`src/rtl/aux_burst.sv`:
```
// =============================================================================
//  Module   : aux_burst
//  Purpose  : Multi-byte AUX transaction sequencer. It splits one host burst
//             into single-byte engine requests, with per-byte retry and a
//             local 2^AW-byte data buffer.
//  Options  : `define AUXB_ABORT_EN adds the 'abort' input.
//  Revision : 1.0 - initial release
// =============================================================================
`default_nettype none

module aux_burst #(
    parameter int AW       = 4,
    parameter int MAXRETRY = 7,
    parameter int GAP      = 200
) (
    input  logic          clk,
    input  logic          rst,
`ifdef AUXB_ABORT_EN
    input  logic          abort,
`endif
    input  logic          cmdvalid,
    output logic          cmdready,
    input  logic          cmdwr,
    input  logic [19:0]   cmdaddr,
    input  logic [AW-1:0] cmdlen,
    input  logic          bufwe,
    input  logic [AW-1:0] bufidx,
    input  logic [7:0]    bufwdata,
    output logic [7:0]    bufrdata,
    output logic          done,
    output logic          err,
    output logic [AW:0]   nbytes,
    output logic [19:0]   auxaddr,
    output logic [7:0]    auxwdata,
    output logic          auxreq,
    output logic          auxwr,
    input  logic          auxack,
    input  logic          auxerr,
    input  logic [7:0]    auxrdata
);

    localparam int c_rw    = (MAXRETRY > 0) ? $clog2(MAXRETRY + 1) : 1;
    localparam int c_gw    = (GAP > 1) ? $clog2(GAP) : 1;
    localparam int c_depth = 1 << AW;
    localparam logic [c_rw-1:0] c_maxretry = c_rw'(MAXRETRY);
    localparam logic [c_gw-1:0] c_gap_last = c_gw'(GAP - 1);

    typedef enum logic [1:0] {
        S_IDLE  = 2'd0,
        S_ISSUE = 2'd1,
        S_GAP   = 2'd2,
        S_FIN   = 2'd3
    } state_t;

    state_t           r_state;
    logic             r_wr;
    logic [19:0]      r_addr;
    logic [AW-1:0]    r_len;
    logic [AW:0]      r_idx;
    logic [c_rw-1:0]  r_retry;
    logic [c_gw-1:0]  r_gapcnt;
    logic             r_abortpend;
    logic [7:0]       r_mem [c_depth];

    logic             w_accept;
    logic             w_engwe;
    logic             w_hostwe;
    logic             w_we;
    logic [AW-1:0]    w_widx;
    logic [7:0]       w_wdata;
    logic [AW:0]      w_idx_inc;
    logic             w_last;
    logic             w_exhausted;
    logic             w_abort;
    logic [7:0]       w_mem0;

`ifdef AUXB_ABORT_EN
    assign w_abort = abort;
`else
    assign w_abort = 1'b0;
`endif

    assign w_accept    = cmdvalid && cmdready;
    assign w_engwe     = (r_state == S_ISSUE) && auxack && !auxerr && !r_wr;
    assign w_hostwe    = bufwe && cmdready;
    assign w_we        = w_engwe || w_hostwe;
    assign w_widx      = w_engwe ? r_idx[AW-1:0] : bufidx;
    assign w_wdata     = w_engwe ? auxrdata : bufwdata;
    assign w_idx_inc   = r_idx + 1'b1;
    assign w_last      = (w_idx_inc == ({1'b0, r_len} + 1'b1));
    assign w_exhausted = auxerr && (r_retry == c_maxretry);
    // A host write to byte 0 in the accept cycle must reach the first request.
    assign w_mem0      = (w_hostwe && (bufidx == '0)) ? bufwdata : r_mem[0];

    assign nbytes = r_idx;

    always_ff @(posedge clk) begin
        if (w_we) begin
            r_mem[w_widx] <= w_wdata;
        end
    end

    always_ff @(posedge clk or posedge rst) begin
        if (rst) begin
            r_state     <= S_IDLE;
            r_wr        <= 1'b0;
            r_addr      <= '0;
            r_len       <= '0;
            r_idx       <= '0;
            r_retry     <= '0;
            r_gapcnt    <= '0;
            r_abortpend <= 1'b0;
            cmdready    <= 1'b1;
            done        <= 1'b0;
            err         <= 1'b0;
            auxreq      <= 1'b0;
            auxwr       <= 1'b0;
            auxaddr     <= '0;
            auxwdata    <= '0;
            bufrdata    <= '0;
        end else begin
            done     <= 1'b0;
            // Write-first: the host sees a byte landing in the same cycle.
            bufrdata <= (w_we && (w_widx == bufidx)) ? w_wdata : r_mem[bufidx];

            case (r_state)
                S_IDLE: begin
                    if (w_accept) begin
                        r_wr        <= cmdwr;
                        r_addr      <= cmdaddr;
                        r_len       <= cmdlen;
                        r_idx       <= '0;
                        r_retry     <= '0;
                        r_abortpend <= 1'b0;
                        err         <= 1'b0;
                        cmdready    <= 1'b0;
                        auxreq      <= 1'b1;
                        auxwr       <= cmdwr;
                        auxaddr     <= cmdaddr;
                        auxwdata    <= w_mem0;
                        r_state     <= S_ISSUE;
                    end
                end

                S_ISSUE: begin
                    if (w_abort) begin
                        r_abortpend <= 1'b1;
                    end
                    if (auxack) begin
                        auxreq   <= 1'b0;
                        r_gapcnt <= c_gap_last;
                        if (!auxerr) begin
                            r_idx   <= w_idx_inc;
                            r_retry <= '0;
                        end else if (!w_exhausted) begin
                            r_retry <= r_retry + 1'b1;
                        end

                        if (w_exhausted || w_abort || r_abortpend) begin
                            err     <= 1'b1;
                            done    <= 1'b1;
                            r_state <= S_FIN;
                        end else if (!auxerr && w_last) begin
                            done    <= 1'b1;
                            r_state <= S_FIN;
                        end else begin
                            r_state <= S_GAP;
                        end
                    end
                end

                S_GAP: begin
                    if (w_abort) begin
                        err     <= 1'b1;
                        done    <= 1'b1;
                        r_state <= S_FIN;
                    end else if (r_gapcnt == '0) begin
                        auxreq   <= 1'b1;
                        auxaddr  <= r_addr + 20'(r_idx);
                        auxwdata <= r_mem[r_idx[AW-1:0]];
                        r_state  <= S_ISSUE;
                    end else begin
                        r_gapcnt <= r_gapcnt - 1'b1;
                    end
                end

                S_FIN: begin
                    cmdready <= 1'b1;
                    r_state  <= S_IDLE;
                end

                default: begin
                    r_state <= S_IDLE;
                end
            endcase
        end
    end

endmodule

`default_nettype wire

```
`config.mk`:
```
export PLATFORM = sky130hd
export DESIGN_NAME = aux_burst
export DESIGN_NICKNAME = d
export VERILOG_FILES = /design/src/rtl/aux_burst.sv
export SDC_FILE = /design/constraint.sdc
export NUM_CORES = 1
export LEC_CHECK = 0
export CAP_MARGIN = 25
export CORE_ASPECT_RATIO = 2
export CORE_MARGIN = 1
export CORE_UTILIZATION = 35
export DETAILED_ROUTE_END_ITERATION = 12
export DONT_BUFFER_PORTS = 1
export SYNTH_ARGS = -nofsm -noshare
export SYNTH_HDL_FRONTEND = slang
export SYNTH_SLANG_ARGS = --single-unit
```
`constraint.sdc`:
```
create_clock -name clk -period 2.3 [get_ports clk]
set_input_delay 0.345 -clock clk [delete_from_list [all_inputs] [get_ports clk]]
set_output_delay 0.345 -clock clk [all_outputs]
set_load 0.01 [all_outputs]
```
* Word-level counts from Yosys, hierarchy flattened
Memory sizes are Yosys's and may differ from the RTL's. A register that Yosys moved wholly into a read port is not among the register bits.
Index checks and enable logic that the tools add are counted.
** Word-level totals
- Register bits after elaboration :: 75
- Bits in writable memories :: 128
- Bits of input ports :: 51
- Output and inout port bits :: 46
- Logic and storage cells :: 101
- Memories :: 1
** Memory list
- r_mem :: words 16, width 8, read ports 3, clocked after memory_dff 1, write ports 1, RTL line 63 : logic [7:0] r_mem [c_depth];
** Cells by class
- Add/subtract/negate cells :: 5
- Equal/unequal tests :: 12
- Multiplexer cells :: 42
- Reductions and logical operators :: 28
** Operator list (count)
- 8-bit two-way mux :: 6
- 20-bit two-way mux :: 2
- 20-bit case mux with 2 select lines :: 1
- 8-bit case mux with 2 select lines :: 2
- 20-bit by 5-bit adder with 20-bit output :: 1
- 4-bit AND reduction :: 4
- 5-bit two-way mux :: 3
- 1-bit two-way mux :: 14
- 3-bit two-way mux :: 4
- 2-bit != test, second input constant :: 5
- 5-bit case mux with 2 select lines :: 1
- 3-bit AND reduction :: 3
- 1-bit logical AND :: 8
- 8-bit zero test :: 1
- 2-bit case mux with 4 select lines :: 1
- 2-bit nonzero test :: 4
- 8-bit by 1-bit subtractor with 8-bit output, second input constant :: 1
- 2-bit two-way mux :: 3
- 3-bit case mux with 2 select lines :: 1
- 4-bit by 1-bit adder with 5-bit output, second input constant :: 1
- 5-bit by 1-bit adder with 5-bit output, second input constant :: 1
- 5-bit == test :: 1
- 2-bit == test, second input constant :: 2
- 4-bit zero test :: 1
- other kinds (13) :: 16

* Logic depth before layout (Yosys ltp)
Gate-level depths: netlist of the first run.
- Depth after elaboration :: 7
- Depth in mapped cells :: 9
- Gate-level depth less buffers :: 8

* Worst setup path before layout of the first run
No wires, ideal clock.
- Path type :: flip-flop to flip-flop
- From :: register r_state[1]
- To :: memory r_mem[6][0] (enable)
- Library setup time :: 0.370 ns
- Arrival time :: 1.873 ns
- Data required time :: 1.930 ns
- Slack :: 0.057 ns
- Cell stages (with the launch flop) :: 7
- Buffers on the path :: 2
- Clock period less this slack :: 2.243 ns
- Cells stage by stage :: dfrtp_1 -> nand3b_4 -> or3_1 -> buf_2 -> buf_6 -> o31a_1 -> nor2_1
** Between the ends
- Word-level cells in the longest chain between the ends :: 7
- Elaborated cells on any way between the ends :: 8
- Classes of those cells :: eq/ne: 1; mux: 3; reduce/logical: 4
** RTL lines
- start: declaration :: RTL line 55 : state_t r_state;
- start signal: assignment :: RTL line 105 : r_state <= S_IDLE;
- start signal: assignment :: RTL line 141 : r_state <= S_ISSUE;
- start signal: assignment :: RTL line 162 : r_state <= S_FIN;
- 2-bit by 1-bit == test with 1-bit output (*) :: RTL line 84 : assign w_engwe = (r_state == S_ISSUE) && auxack && !auxerr && !r_wr;
- 1-bit logical AND (*) (3 in series) :: RTL line 84
- 1-bit logical OR :: RTL line 86 : assign w_we = w_engwe || w_hostwe;
- 1-bit two-way mux :: RTL line 98 : if (w_we) begin
- 1-bit two-way mux (implied by the code) :: RTL line 99 : r_mem[w_widx] <= w_wdata;
- end: declaration :: RTL line 63
Every way passes the cells marked *; elsewhere a longest branch is shown, timed or not.

* Worst setup path in the final report of the first run
- From :: register r_state[1]
- To :: memory r_mem[9][7] (enable)
Same word-level chain as after synthesis.

==> results of run 1 <==
[metal layers]
layer	track usage [%]	vias up	share of wire [%]
met5	0	-	0
met4	11.8	0	5.6
met3	2.89	83	5.3
met2	38.6	275	57
met1	18.9	3543	32
li1	-	3117	-
[final cells by class]
cell class / count / share of cell area, %
clock inverters: 11 / 0.775
clock buffers: 22 / 4.10
flip-flops and latches: 211 / 48.9
inverters: 11 / 0.372
repair buffers: 101 / 7.07
multi-input cells: 515 / 35.0
well taps: 364 / 3.76
[state kept, by name (all words and copies together) (netlist names)]
signal and count:
r_state 2, auxreq 1, err 1, done 1, r_mem 128, r_gapcnt 8
r_wr 1, r_len 4, auxwdata 8, r_addr 20, r_retry 3, auxaddr 20
bufrdata 8, nbytes 5, cmdready 1
[synth_stat cells (11+ instances only)]
| cell | number | area [um^2] |
|---|---|---|
| sky130_fd_sc_hd__edfxtp_1 | 128 | 3840 |
| sky130_fd_sc_hd__xor2_1 | 15 | 131 |
| sky130_fd_sc_hd__o21ai_1 | 14 | 70.1 |
| sky130_fd_sc_hd__nand3_1 | 17 | 85.1 |
| sky130_fd_sc_hd__nor2_1 | 39 | 146 |
| sky130_fd_sc_hd__dfrtp_1 | 82 | 2050 |
| sky130_fd_sc_hd__a22oi_1 | 16 | 120 |
| sky130_fd_sc_hd__o22ai_1 | 16 | 100 |
| sky130_fd_sc_hd__mux4_2 | 64 | 1440 |
| sky130_fd_sc_hd__buf_2 | 14 | 70.1 |
| sky130_fd_sc_hd__a21oi_1 | 17 | 85.1 |
| sky130_fd_sc_hd__nand2_1 | 151 | 567 |
| sky130_fd_sc_hd__o21ai_0 | 13 | 65.1 |
| sky130_fd_sc_hd__ha_1 | 11 | 138 |
| sky130_fd_sc_hd__clkbuf_1 | 12 | 45.0 |
| sky130_fd_sc_hd__inv_1 | 11 | 41.3 |
[how the worst max path moves through the flow]
| stage | from | to | slack [ns] | cells past startpoint |
|---|---|---|---|---|
| 2_1_floorplan | r_state[1]$_DFFE_PP0P_ | r_mem[6][0]$_DFFE_PP_ | 0.06 | 6 |
| 5_1_grt | r_state[1]$_DFFE_PP0P_ | r_mem[9][3]$_DFFE_PP_ | 0.007 | 6 |
| 4_1_cts | r_state[1]$_DFFE_PP0P_ | r_mem[5][7]$_DFFE_PP_ | 0.002 | 4 |
| 3_5_place_dp | r_state[1]$_DFFE_PP0P_ | r_mem[1][5]$_DFFE_PP_ | -0.02 | 5 |
| 3_3_place_gp | r_state[1]$_DFFE_PP0P_ | r_mem[1][3]$_DFFE_PP_ | 0.02 | 5 |
| 6_report | r_state[1]$_DFFE_PP0P_ | r_mem[9][7]$_DFFE_PP_ | 0.09 | 6 |
[power groups by stage]
| stage | logic, mW | registers, mW | clock network (mW) |
|---|---|---|---|
| CTS | 1.56 | 4.72 | 3.18 |
| detailed placement | 1.52 | 4.79 | 0 |
| floorplan | 1.08 | 4.73 | 0 |
| finish | 1.56 | 4.72 | 3.11 |
| global placement | 1.50 | 4.79 | 0 |
| global route | 1.71 | 4.76 | 3.29 |
[worst max-delay path, stage by stage, from the launching register on]
cell	delay [ns]
sky130_fd_sc_hd__dfrtp_1	0.38
sky130_fd_sc_hd__nand3b_4	0.18
sky130_fd_sc_hd__nor3_4	0.32
sky130_fd_sc_hd__buf_4	0.25
sky130_fd_sc_hd__nor3_1	0.06
sky130_fd_sc_hd__a31oi_1	0.44
sky130_fd_sc_hd__nor2_2	0.27
[through the flow]
stage	util, %	cell area (um^2)	TNS (ns)	total power [mW]
finish	41.2	12100	0	9.38
global route	41.2	12100	0	9.76
CTS	41.1	12100	0	9.46
detailed placement	38.3	11300	-0.356	6.31
global placement	38.3	11300	0	6.28
floorplan	-	10500	0	5.80
[cells by family (layout without fill, tap and decap cells)]
group / count (synthesis) / in the layout / synth area share, %
buffers and inverters: 60 / 145 / 3.11
DFF: 211 / 211 / 56.6
xor gates and xnor gates: 27 / 27 / 2.52
and+or+nand+nor: 257 / 257 / 11.2
muxes: 83 / 83 / 15.7
AOI/OAI and AO/OA: 136 / 136 / 9.30
adders and majority gates: 12 / 12 / 1.51
[what timing repair did]
item | CTS | global route
hold buffers | 24 | 0
pin swaps | 0 | 1
setup endpoints to repair | 24 | 34
gates resized for setup | 4 | 5
endpoints found under the hold margin | 47 | 0
==> results.md, run 1 <==
Power:
- The sequential share of power is 50.2%.
- The internal portion of the total power is 6.70 mW.
- The switching power as a share of total power is 28.6%.
- In this run the power density over the cells is 775 nW/um^2.
- For this design the static power due to leakage is 4.59 nW.
- The fraction of power consumed by combinational cells is 16.6%.
- Summed over all nets, the switching power comes to 2.68 mW.
- The maximum vdd ir drop is 0.536 mV.
- In this run, the clock network consumes 33.1% of the power.

Worst setup path:
- The endpoint arrival time on the critical path is 2.41 ns.
- The type of origin of the critical path is a flip-flop.
- The category of the worst setup path capture point is a flip-flop.
- The worst register-to-register path begins at r_state[1]$_DFFE_PP0P_.
- At the worst endpoint, the required time is 2.50 ns.
- The peak fanout along the critical path is 8.
- The category of the critical setup timing path is flip-flop to flip-flop.
- The depth of the worst register-to-register path is 6.
- The endpoint identified for the worst register-to-register timing path is r_mem[9][7]$_DFFE_PP_.
- The setup slack of the most critical reg-to-reg path is 0.09 ns.

GRT:
- The first-pass GRT wire length is 45300 um.
- The largest net degree at the start of global routing is 52.
- Global routing finished with a remaining overflow of 0.
- The global-route usage over all layers is 19.7%.
- The number of antenna violations at the first check in global routing is 0.
- The number of global-route vias before repair is 7317.

Drt:
- The initial DRC count is 432.
- After detailed routing, the average wire length per cell comes to 24.2 um.
- The number of search-and-repair iterations in the first detailed-routing pass is 5.
- The number of DRC violations after detailed routing is 0.
- Detailed routing inserted a total of 7018 vias.
- The sum of routed wire length over all layers is 29800 um.
- The ratio of routed vias to standard cells is 5.68.
- Once detail routing completed, the nets flagged for antenna violations numbered 0.

STA:
- The final number of setup-violating endpoints is 0.
- The total count of max-transition violations in the final report is 0.
- The worst slew margin relative to its limit is 60.0%.
- Setup repair after global routing left no endpoint under its margin.
- After layout, the minimum clock period comes to 2.21 ns.
- The maximum achievable frequency is 452 MHz.
- The part of the cycle the worst path needs is 96.3%.
- The setup clock skew after layout is 0.0107 ns.
- The total count of hold-check failures in the final report is 0.
- Final hold analysis gives a worst-case slack of 0.0176 ns.
- The transition time at the pin with the least slew margin is 0.599 ns.
- Once routing completed, OpenROAD measured the worst setup slack at 0.0858 ns.

Logic synthesis:
- The post-synthesis instance total is 786.
- The proportion of synthesized flip-flops having asynchronous set or reset is 39.3%.
- After synthesis, the netlist uses 69 different library cells.
- The most used flip-flop cell after synthesis is sky130_fd_sc_hd__edfxtp_1.
- Summing every instance area after synthesis gives 10500 um^2.
- Yosys mapped a number of flops with a built-in enable equal to 128.
- The average cell area after synthesis is 13.3 um^2.
- The post-synth net total is 849.
- The post-synthesis sequential area ratio is 56.6%.
- The post-synthesis sequential element count is 211.
- The synthesis warning total is 0.

Floorplanning:
- For this configuration, the core starts out at a cell density of 35.6%.
- The die extent in y is 246 um.
- The cell row count is 89.
- The die footprint is 30600 um^2.
- The count of pins on the block boundary is 97.
- The die boundary width is 124 um.
- The core outline area is 29400 um^2.

CTS:
- For the worst-skew pair, the clock arrives at the later sink with an insertion delay of 0.51 ns.
- The TritonCTS buffer count is 19.
- The number of setup buffers added after CTS is 0.
- CTS built an H-tree with a depth of 1.
- The clock-pin slew of the registers on the worst-case setup and hold paths is 0.07 ns.
- The sink count of the clock tree is 211.
- The CTS tree is done.
- The tree is rooted in a sky130_fd_sc_hd__clkbuf_16.
- The maximum clock path buffer count is 3.

Cells and area:
- The area growth from synthesis to layout is 15.8%.
- Counting the fill cells in the layout gives 2699.
- The sequential cells in the finished layout cover a total of 5920 um^2.
- The most frequent standard cell in the layout excluding fill and tap cells is sky130_fd_sc_hd__nand2_1.
- After the last flow step, the layout net total stands at 922.
- The number of standard cells in the layout, taps in and fillers out is 1235.
- Summing all multi-input logic gate instances after layout gives 4240 um^2.
- The post-route netlist has 24.3% of its cells at a drive strength greater than 1.
- In the layout the commonest cells are 151 x sky130_fd_sc_hd__nand2_1, 128 x sky130_fd_sc_hd__edfxtp_1, 80 x sky130_fd_sc_hd__dfrtp_1, 74 x sky130_fd_sc_hd__buf_4, 64 x sky130_fd_sc_hd__mux4_2.
- The antenna diode count is 0.

Placement:
- The wire-length estimate of the detail-placed layout is 22700 um.
- The count of placed standard cells including taps is 1178.
- Prior to clock tree synthesis, the placed netlist has a worst setup slack of -0.0246 ns.
- The final estimated routing congestion in global placement is 0.850.
- The count of buffers added on input and output ports is 0.

Min path:
- The worst hold path was traced through 2 stages.
- In this run the worst hold path is classified as input port to flip-flop.
- The startpoint of the lowest-slack hold path is cmdaddr[7].
- The worst hold path terminates at r_addr[7]$_DFFE_PP0P_.

Run:
- The tool flagged a number of max-cap violations equal to 0.

Outcome:
- The flow ran to the end, and the final reports show no timing, DRC or antenna violations.
Note: power is estimated with default switching activity, not from simulation.
==> inputs of run 2 (changes only) <==
--- a/config.mk
+++ b/config.mk
@@ -8,9 +8,10 @@
 export CAP_MARGIN = 25
 export CORE_ASPECT_RATIO = 2
 export CORE_MARGIN = 1
-export CORE_UTILIZATION = 35
+export CORE_UTILIZATION = 40
 export DETAILED_ROUTE_END_ITERATION = 12
 export DONT_BUFFER_PORTS = 1
+export SKIP_CTS_REPAIR_TIMING = 1
 export SYNTH_ARGS = -nofsm -noshare
 export SYNTH_HDL_FRONTEND = slang
 export SYNTH_SLANG_ARGS = --single-unit
==> run 2 against run 1 <==
  * Highest routed layer unchanged
  * Cell count fell by 2.3%
  * The run now ends with negative hold slack left
  * Wire length fell by 4.9%
  * Utilization rose by 5.8 points
  * Die area fell by 12%
  * Sequential power barely moved
  * Final area fell by 0.49%
  * Clock skew rose by 0.0026 ns
  * Register-to-register slack barely moved
  * Combinational power barely moved
  * Clock power rose by 7.7%
  * Sequential share of layout area rose by 0.24 points
  * Via count rose by 0.24%
==> results.md, run 2 (synthesis gave the netlist of run 1 again) <==
GRT:
- The number of global-route vias before repair was 7311.
- The number of antenna violations at the first check in global routing is 0.
- The global-route usage over all layers is 21.4%.
- The total overflow left after global routing is 0.
- Entering global routing, the biggest net connects 84 pins.
- The first-pass GRT wire length is 42100 um.

Placement:
- Detailed placement finished with a half-perimeter wire length of 21400 um.
- The count of placed standard cells including taps is 1152.
- The count of input and output buffers is 0.
- The congestion estimate from routability-driven global placement came to 0.916.
- The placed standard-cell area is 11200 um^2.

STA:
- Static timing analysis puts the maximum clock frequency at 450 MHz.
- Setup repair after global routing could not meet its margin everywhere.
- The setup TNS after final layout is 0 ns.
- The worst pin sits at a relative slew slack of 44.6%.
- The smallest clock period supported by the final layout is computed as 2.22 ns.
- The total count of max-transition violations in the final report is 0.
- The final number of setup-violating endpoints is 0.
- For the pin with the worst max-slew slack, the measured transition is 0.829 ns.
- For the final database, setup skew stands at 0.0133 ns.
- The part of the cycle the worst path needs is 96.7%.
- The post-route worst hold slack is -0.0114 ns.
- The total count of hold-check failures in the final report is 6.

Floorplanning:
- For this configuration, the core starts out at a cell density of 40.8%.
- Pin placement for this block handled 97 I/O pins.
- The core region is 25700 um^2.
- The die boundary width is 116 um.
- The die covers 26800 um^2.
- The initialized floorplan defines 83 standard-cell rows.
- The die extent in y is 231 um.

Cells and area:
- The net count of the finished layout is 917.
- The antenna diode count is 0.
- The register bank with the most flops is r_mem.
- In the final layout, the share of cells above drive strength 1 is 23.8%.
- The most frequent standard cell in the layout excluding fill and tap cells is sky130_fd_sc_hd__nand2_1.
- The layout has 2267 filler cells.
- With fillers left out, the area of the finished cells amounts to 12100 um^2.
- In the final layout, the registers with the most flip-flops are r_mem: 128 flops, auxaddr: 20 flops, r_addr: 20 flops.
- The growth of design area from synthesis to finish is 15.3%.
- The top cell types in the final layout, fill and taps aside, are 151 x sky130_fd_sc_hd__nand2_1, 128 x sky130_fd_sc_hd__edfxtp_1, 80 x sky130_fd_sc_hd__dfrtp_1, 75 x sky130_fd_sc_hd__buf_4, 64 x sky130_fd_sc_hd__mux4_2.
- The number of standard cells in the layout, taps in and fillers out is 1207.
- The number of flip-flops in the largest register is 128.

Worst setup path:
- STA classifies the critical path endpoint as a flip-flop.
- In this run the worst setup path begins at r_state[1]$_DFFE_PP0P_.
- The kind of cell with the highest combined delay along the critical path is simple AND/OR/NAND/NOR gates.
- The delay of the slowest cell on the worst path is 0.65 ns.
- The path length in cells of the critical path is 5.
- The required time of the critical path is 2.43 ns.
- The peak fanout along the critical path is 8.
- In this run the critical register-to-register path is captured at r_mem[14][4]$_DFFE_PP_.
- The number of cells on the worst reg-to-reg path is 5.
- By startpoint and endpoint, the worst setup path is classified as flip-flop to flip-flop.
- The timing endpoint of the critical path is r_mem[14][4]$_DFFE_PP_.
- For the worst setup path, the data arrival time is 2.36 ns.
- The worst reg2reg path startpoint is r_state[1]$_DFFE_PP0P_.
- The type of origin of the critical path is a flip-flop.
- Walking the worst path, the cells encountered are nand3b_4, or3_1, nor3_1, a31oi_2, nor2_1.
- The cell at the slowest stage of the critical path is sky130_fd_sc_hd__nor2_1.
- The setup check on the worst reg-to-reg path leaves a slack of 0.08 ns.
- Together, buffers and inverters on the worst path number 0.

CTS:
- The clock-pin slew of the registers on the worst-case setup and hold paths is 0.07 ns.
- The number of levels in the clock H-tree is 1.
- The root cell of the clock tree is sky130_fd_sc_hd__clkbuf_16.
- The TritonCTS buffer count is 20.
- The sink count of the clock tree is 211.
- At the later pin of the worst-skew pair, clock insertion delay measures 0.51 ns.
- The longest clock path from root to sink contains 3 buffers.
- TritonCTS built the clock tree.

Drt:
- The number of DRC violations after detailed routing is 0.
- The routed length per instance is 23.5 um.
- For this run, the detailed router's first-pass iteration total came to 5.
- For this block, the initial DRC count from the detailed router was 531.
- The ratio of routed vias to standard cells is 5.83.
- The remaining antenna violation count after routing is 0.
- The final route contains 7035 vias.
- The sum of routed wire length over all layers is 28400 um.

Power:
- The leakage power total is 4.58 nW.
- For this design the ratio of total power to cell area is 800 nW/um^2.
- The maximum vdd ir drop is 0.499 mV.

Min path:
- In this run the worst hold path is classified as input port to flip-flop.

Run:
- Max-cap violations in this run came to 0.

Outcome:
- The checks that failed: negative hold slack.
- The run finished, with violations left.
-- run 2: changes by cell type in the layout (fill, tap and decap cells not counted), sizes merged --
cell | previous run | this run
clkbuf | 22 | 25
clkinvlp | 3 | 5
clkinv | 5 | 4
bufinv | 1 | 2
inv | 13 | 10
dlygate4sd3 | 24 | 18
-- run 2: metrics by stage --
stage / total power [mW] / setup WS [ns] / util (%) / hold slack [ns]
after global placement: 6.32 / 0.0918 / 43.6 / 0.383
after global routing: 10.0 / -0.0114 / 47.0 / 0.00700
after floorplan: 5.80 / 0.0572 / - / 0.450
after CTS: 9.69 / 0.0392 / 46.2 / -0.157
after detailed placement: 6.35 / 0.0572 / 43.6 / 0.386
final: 9.64 / 0.0760 / 47.0 / -0.0114
-- run 2: metal layers --
layer / vias up / part of all wire, % / track usage (%)
met5: - / 0 / 0
met3: 107 / 5.4 / 3.07
met4: 0 / 7.5 / 14.9
met1: 3531 / 32 / 20.3
li1: 3111 / - / -
met2: 286 / 55 / 40.4
-- run 2: report_power, final --
group | switching [mW] | total [mW] | internal (mW)
combinational | 0.860 | 1.57 | 0.708
sequential | 0.388 | 4.73 | 4.34
clock | 1.45 | 3.35 | 1.90
total | 2.70 | 9.64 | 6.95
-- run 2: area by class of cell --
type                       count  area, um^2  share of cell area, %
sequential                   211        5920                   49.2
clock inverter                10         109                  0.903
multi-input combinational    515        4230                   35.1
inverter                      11        45.0                  0.374
clock buffer                  25         541                   4.48
timing repair buffer          95         783                   6.50
tap                          340         425                   3.53
-- run 2: worst min path at each step --
stage | start | end | slack (ns) | cells past startpoint
4_1_cts | rst | nbytes[4]$_DFFE_PP0P_ | -0.16 | 2
2_1_floorplan | r_addr[0]$_DFFE_PP0P_ | r_addr[0]$_DFFE_PP0P_ | 0.45 | 2
3_5_place_dp | rst | r_addr[1]$_DFFE_PP0P_ | 0.39 | 2
6_report | cmdaddr[17] | auxaddr[17]$_DFFE_PP0P_ | -0.01 | 2
5_1_grt | cmdaddr[17] | auxaddr[17]$_DFFE_PP0P_ | 0.007 | 2
3_3_place_gp | rst | r_addr[1]$_DFFE_PP0P_ | 0.38 | 2
